[config.mk]
export PLATFORM = sky130hd
export DESIGN_NAME = uart_rx_deserializer
export DESIGN_NICKNAME = d
export VERILOG_FILES = /design/src/rtl/uart_rx_deserializer.sv
export SDC_FILE = /design/constraint.sdc
export NUM_CORES = 1
export LEC_CHECK = 0
export CAP_MARGIN = 30
export CORE_ASPECT_RATIO = 0.5
export CORE_MARGIN = 4
export CORE_UTILIZATION = 40
export DETAILED_ROUTE_END_ITERATION = 8
export PLACE_DENSITY_LB_ADDON = 0.25
export SLEW_MARGIN = 20
export SYNTH_ARGS = -nofsm -noshare
export SYNTH_HDL_FRONTEND = slang
export SYNTH_SLANG_ARGS = --single-unit
[constraint.sdc]
create_clock -name clk -period 2.1 [get_ports clk]
set_input_delay 0.315 -clock clk [delete_from_list [all_inputs] [get_ports clk]]
set_output_delay 0.315 -clock clk [all_outputs]
set_load 0.01 [all_outputs]
[src/rtl/uart_rx_deserializer.sv]
// UART receive deserializer: times mid-bit samples after a start-bit pulse,
// shifts in data LSB first, checks parity/stop and strobes the received word.
module uart_rx_deserializer #(
    parameter int INPUT_DATA_WIDTH = 8,
    parameter int PARITY_ENABLED   = 1,
    parameter int PARITY_ODD       = 0,
`ifdef FORMAL
    parameter int CLOCKS_PER_BIT   = 8
`else
    parameter int CLOCKS_PER_BIT   = 5000
`endif
) (
    input  logic                        clk,
    input  logic                        rst_n,
    input  logic                        serial_in_synced,
    input  logic                        start_detected,
    output logic [INPUT_DATA_WIDTH-1:0] data_out,
    output logic                        data_valid,
    output logic                        parity_error,
    output logic                        framing_error,
    output logic                        busy
);

    localparam int CNT_W = $clog2(CLOCKS_PER_BIT) + 1;
    localparam int BIT_W = $clog2(INPUT_DATA_WIDTH) + 1;

    localparam logic [CNT_W-1:0] HALF_CNT = CNT_W'(CLOCKS_PER_BIT / 2);
    localparam logic [CNT_W-1:0] LAST_CNT = CNT_W'(CLOCKS_PER_BIT - 1);
    localparam logic [BIT_W-1:0] LAST_BIT = BIT_W'(INPUT_DATA_WIDTH - 1);
    localparam logic             PAR_EN   = (PARITY_ENABLED != 0);
    localparam logic             PAR_ODD  = (PARITY_ODD != 0);

    localparam logic [2:0] IDLE   = 3'd0;
    localparam logic [2:0] START  = 3'd1;
    localparam logic [2:0] DATA   = 3'd2;
    localparam logic [2:0] PARITY = 3'd3;
    localparam logic [2:0] STOP   = 3'd4;

    logic [2:0]                  state;
    logic [CNT_W-1:0]            clk_cnt;
    logic [BIT_W-1:0]            bit_cnt;
    logic [INPUT_DATA_WIDTH-1:0] shift_reg;
    logic                        parity_err_r;

    assign busy = (state != IDLE);

    always_ff @(posedge clk or negedge rst_n) begin
        if (!rst_n) begin
            state         <= IDLE;
            clk_cnt       <= '0;
            bit_cnt       <= '0;
            shift_reg     <= '0;
            parity_err_r  <= 1'b0;
            data_out      <= '0;
            data_valid    <= 1'b0;
            parity_error  <= 1'b0;
            framing_error <= 1'b0;
        end else begin
            data_valid <= 1'b0;
            case (state)
                IDLE: begin
                    // Counter starts at 1 so the START sample lands exactly HALF edges after T
                    if (start_detected) begin
                        state   <= START;
                        clk_cnt <= CNT_W'(1);
                    end
                end
                START: begin
                    if (clk_cnt == HALF_CNT) begin
                        clk_cnt <= '0;
                        state   <= serial_in_synced ? IDLE : DATA;
                    end else begin
                        clk_cnt <= clk_cnt + 1'b1;
                    end
                end
                DATA: begin
                    if (clk_cnt == LAST_CNT) begin
                        clk_cnt   <= '0;
                        shift_reg <= {serial_in_synced, shift_reg[INPUT_DATA_WIDTH-1:1]};
                        if (bit_cnt == LAST_BIT) begin
                            bit_cnt <= '0;
                            state   <= PAR_EN ? PARITY : STOP;
                        end else begin
                            bit_cnt <= bit_cnt + 1'b1;
                        end
                    end else begin
                        clk_cnt <= clk_cnt + 1'b1;
                    end
                end
                PARITY: begin
                    if (clk_cnt == LAST_CNT) begin
                        clk_cnt      <= '0;
                        parity_err_r <= serial_in_synced ^ (^shift_reg) ^ PAR_ODD;
                        state        <= STOP;
                    end else begin
                        clk_cnt <= clk_cnt + 1'b1;
                    end
                end
                STOP: begin
                    if (clk_cnt == LAST_CNT) begin
                        clk_cnt       <= '0;
                        data_out      <= shift_reg;
                        parity_error  <= PAR_EN & parity_err_r;
                        framing_error <= ~serial_in_synced;
                        data_valid    <= 1'b1;
                        state         <= IDLE;
                    end else begin
                        clk_cnt <= clk_cnt + 1'b1;
                    end
                end
                default: begin
                    state   <= IDLE;
                    clk_cnt <= '0;
                end
            endcase
        end
    end

endmodule

Word level (Yosys, flattened, before mapping). Cells that the tools add are included.

$add $sub $neg: 2. Eq/ne operators: 13. Muxes and demuxes: 15. Bitwise operators: 2. Reduce and logical (&&, ||, !) cells: 8.

Operators with widths (count): 14-bit 2-to-1 mux (3); 14-bit one-hot mux with 3 select lines (1); 3-bit 2-to-1 mux (6); 3-bit one-hot mux with 5 select lines (1); 14-bit by 1-bit adder with 14-bit output, second input constant (1); 14-bit by 12-bit == test with 1-bit output, second input constant (1); 14-bit by 13-bit == test with 1-bit output, second input constant (1); 2-bit inequality test, second input constant (6); 8-bit XOR reduction (1); 3-bit by 2-bit == test with 1-bit output, second input constant (2); 2-bit AND reduction (3); 6-bit AND reduction (1); 4-bit by 1-bit adder with 4-bit output, second input constant (1); 4-bit by 3-bit == test with 1-bit output, second input constant (1); 4-bit 2-to-1 mux (1); 3-bit by 1-bit == test with 1-bit output, second input constant (1); 3-bit == test, second input constant (1); 3-bit zero test (1); 3-bit nonzero test (1); 3-bit OR reduction (1); 1-bit 2-to-1 mux (2); 2-bit 2-to-1 mux (1); 1-bit inverter (1); 1-bit bitwise XOR (1).

Bits in registers: 41. Input bits: 4. Logic and storage cells: 49.

Depth between registers and ports, before layout.
Depth in word-level cells: 4. Gate-level depth with buffers: 7. Mapped depth without buffers: 6.

Worst setup path before layout. OpenSTA, ideal clock, no wires.

Kind: register to register. Start point: reg clk_cnt[4]. End point: reg bit_cnt[3]. Setup time: 0.066 ns. Arrival time: 1.912 ns. Required time: 2.034 ns. Slack: 0.122 ns. Cell stages (with the launch flop): 6. Path buffers: 0. Period minus slack after synthesis: 1.978 ns. Path through: dfrtp_1 > nor4b_4 > nand4_2 > or4b_4 > or4_1 > nand2_1.

Longest elaborated chain between the ends: 2.

Ends and longest elaborated chain: from (decl) (RTL line 40) `logic [CNT_W-1:0] clk_cnt;`; from (signal assigned) (RTL line 73) `clk_cnt <= clk_cnt + 1'b1;`; from (signal assigned) (RTL line 87) `clk_cnt <= clk_cnt + 1'b1;`; from (signal assigned) (RTL line 96) `clk_cnt <= clk_cnt + 1'b1;`; 14-bit by 13-bit == test with 1-bit output (RTL line 77) `if (clk_cnt == LAST_CNT) begin`; 2-bit AND reduction (no source line); to (signal assigned) (RTL line 84) `bit_cnt <= bit_cnt + 1'b1;`; to (decl) (RTL line 41) `logic [BIT_W-1:0] bit_cnt;`.

Every way passes these cells. A chain may end at the register's enable or synchronous reset.

Final worst setup path.
Start point: reg clk_cnt[5]. End point: reg bit_cnt[3].

The elaborated chain is that of the path after synthesis.

==> metrics.yaml <==
status: "finished clean"
postPlaceCellArea_um2: 2380
wirelength_mm: 4.24
synthArstFlopShare: 1.00
final_cell_area_um2: 2520
ys_seq_area_frac: 0.500
hp-class: "in2async"
cap_violations: 0
combPwrFrac: 0.020
crit_required_ps: 2330
cts_num_sinks: 41
place.gp.congestion: 0.788
synth.mux.area_fraction: 0.0652
ant_nets: 0
first_pass_iters: 4
cp_cell_sequence: "nor4b_4 > nand4_4 > or4b_4 > or4_1 > nand2_1"
p_clk_frac: 0.396
netlist_area_um2: 2050
wl_per_cell_um: 13.8
rsz0062_at_grt: "yes"
ctsHoldBuffers: 0
insertion_delay_ps: 290
cts_tree: "done"
fmax_mhz: 489
clock_path_buffers: 2
slowest_stage: "or4b_4"
cts_buffers: 5
powerDensity_nw_per_um2: 534
synth_area_leader_cell: "dfrtp_1"
fin_crit_sh: 0.974
hold_ws_ps: 22.8
tightest_slew_ps: 605
syn_inst: 204
synth_common_cells: "44 x nand2_1, 41 x dfrtp_1, 12 x o21ai_0"
utilization: 0.512
hpwl_mm: 2.95
yosys.cell_types.count: 40
synthTopCellsByArea: "dfrtp_1 50%, nand2_1 8.0%, mux2_2 6.0%"
largest_reg_flops: 14
syn_avg_cell_area_um2: 10.1
yosysWarnings: 0
ys_ff_latch: 41
final_cell_count_no_fill: 308
total_power_uw: 1350
drc: 0
worstSetupStartpointType: "flip-flop"
finalCriticalPeriod_ps: 2050
cts_root_buf: "clkbuf_8"
leakagePower_uw: 0.00115
grt_pass1_vias: 1552
synth_top_family_by_area: "simple AND/OR/NAND/NOR gates"
synth_compound_area_frac: 0.0780
core_area_um2: 4930
dpl.cell_count: 298
synth-adder-area-share: 0.0183
diodes: 0
drive_above_1_share: 0.214
start_util: 0.416
hold_viol: 0
synth_nets: 211
grt_usage: 0.147
drtIter0Drc: 83
die_area_um2: 6410
cts.clk_slew.worst_paths_ps: 80
synth_edf_count: 0
cp.arrival_ps: 2280
die_h_um: 58.6
htree_levels: 2
io_pins: 16
synthSimpleGateAreaFrac: 0.245
crit_family: "simple AND/OR/NAND/NOR gates"
grt_max_degree: 28
overflow: 0
swShare: 0.216
switching_power_uw: 292
vias_per_cell: 5.11
worst_setup_path_end_kind: "flip-flop"
grt_pass1_wl_mm: 7.27
setup_viol: 0
synth-main-ff-cell: "dfrtp_1"
netlist.area_leader.share: 0.500
yosysMostFrequentCell: "nand2_1"
nets: 245
p_seq_frac: 0.585
crit_fanout: 5
die_x_um: 109
vias: 1574
synth-xor-area-share: 0.0640
synthToLayoutAreaGrowth_pct: 23.0
slew-limit-headroom: 0.597
max_stage_delay_ps: 540
max-vdd-ir-drop_mv: 0.314
fin_skew_ps: 2.55
port_buffers: 15
crit_type: "reg2reg"
final_max_slew_viol_count: 0
internal_power_uw: 1060
cp.buffers_inverters: 0
antenna_found_initial: 0
fp-row-count: 18
## per-stage QoR
| stage | worst slack [ps] | TNS (ps) |
|---|---|---|
| 2_1_floorplan | 122 | 0 |
| 3_3_place_gp | 102 | 0 |
| 3_5_place_dp | 61.4 | 0 |
| 4_1_cts | 22.7 | 0 |
| 5_1_grt | -13.9 | -13.9 |
| 6_report | 54.1 | 0 |
## power by group through the flow
stage,clock network (uW),registers (uW),logic (uW)
final,533,789,26.4
after global routing,592,789,30.9
after CTS,551,789,28.4
after detailed placement,0,804,28.2
after global placement,0,804,27.7
after floorplan,0,805,2.27
## repair_timing
item,CTS,global route
setup buffers,0,3
resized for setup,0,5
endpoints found under the setup margin,0,10
## worst register-to-register path, delay by kind of cell, from the launching register on
kind          cells  cell delay (ps)
flops             1              440
simple gates      5             1560
## final cells by class
| type | instances | area [um2] |
|---|---|---|
| Inverter | 7 | 26.3 |
| Clock inverter | 1 | 7.51 |
| Clock buffer | 6 | 82.6 |
| Sequential cell | 41 | 1030 |
| Timing Repair Buffer | 36 | 307 |
| Multi-Input combinational cell | 147 | 987 |
| Tap cell | 70 | 87.6 |
| Fill cell | 433 | 2410 |
## cells in the final DEF, fill, tap and decap left out, drive strengths merged, types with 6 or more instances in the layout
cell type / Yosys / routed
buf: 1 / 22
clkbuf: 8 / 6
clkdlybuf4s50: 0 / 14
dfrtp: 41 / 41
inv: 7 / 7
mux2: 11 / 11
nand2: 44 / 44
nand3: 6 / 6
nor2: 6 / 6
o21ai: 12 / 12
xnor2: 10 / 10
## path summary, 6_finish.rpt
check	start	endpoint	slack, ps	cells after the start
max in group asynchronous	rst_n	clk_cnt[6]	1520	2
worst min-delay path	rst_n	clk_cnt[9]	20	1
worst max register to register	clk_cnt[5]	bit_cnt[3]	50	5
worst min register to register	framing_error	framing_error	480	2
min in group clk	framing_error	framing_error	480	2
worst max-delay path	clk_cnt[5]	bit_cnt[3]	50	5
## metal layers
metal	global-route usage	vias up	wire length (um)
met5	0	-	0
met4	0.0462	0	43
met3	0.0427	5	183
met2	0.243	24	2030
met1	0.190	764	1980
li1	-	781	-
## cell families after synthesis
kind of cell               Yosys count
muxes                               12
xor gates and xnor gates            15
adders and majority gates            3
and+or+nand+nor                     90
DFF                                 41
buffers and inverters               16
AOI/OAI and AO/OA                   27
Note: power is estimated with default switching activity, not from simulation.
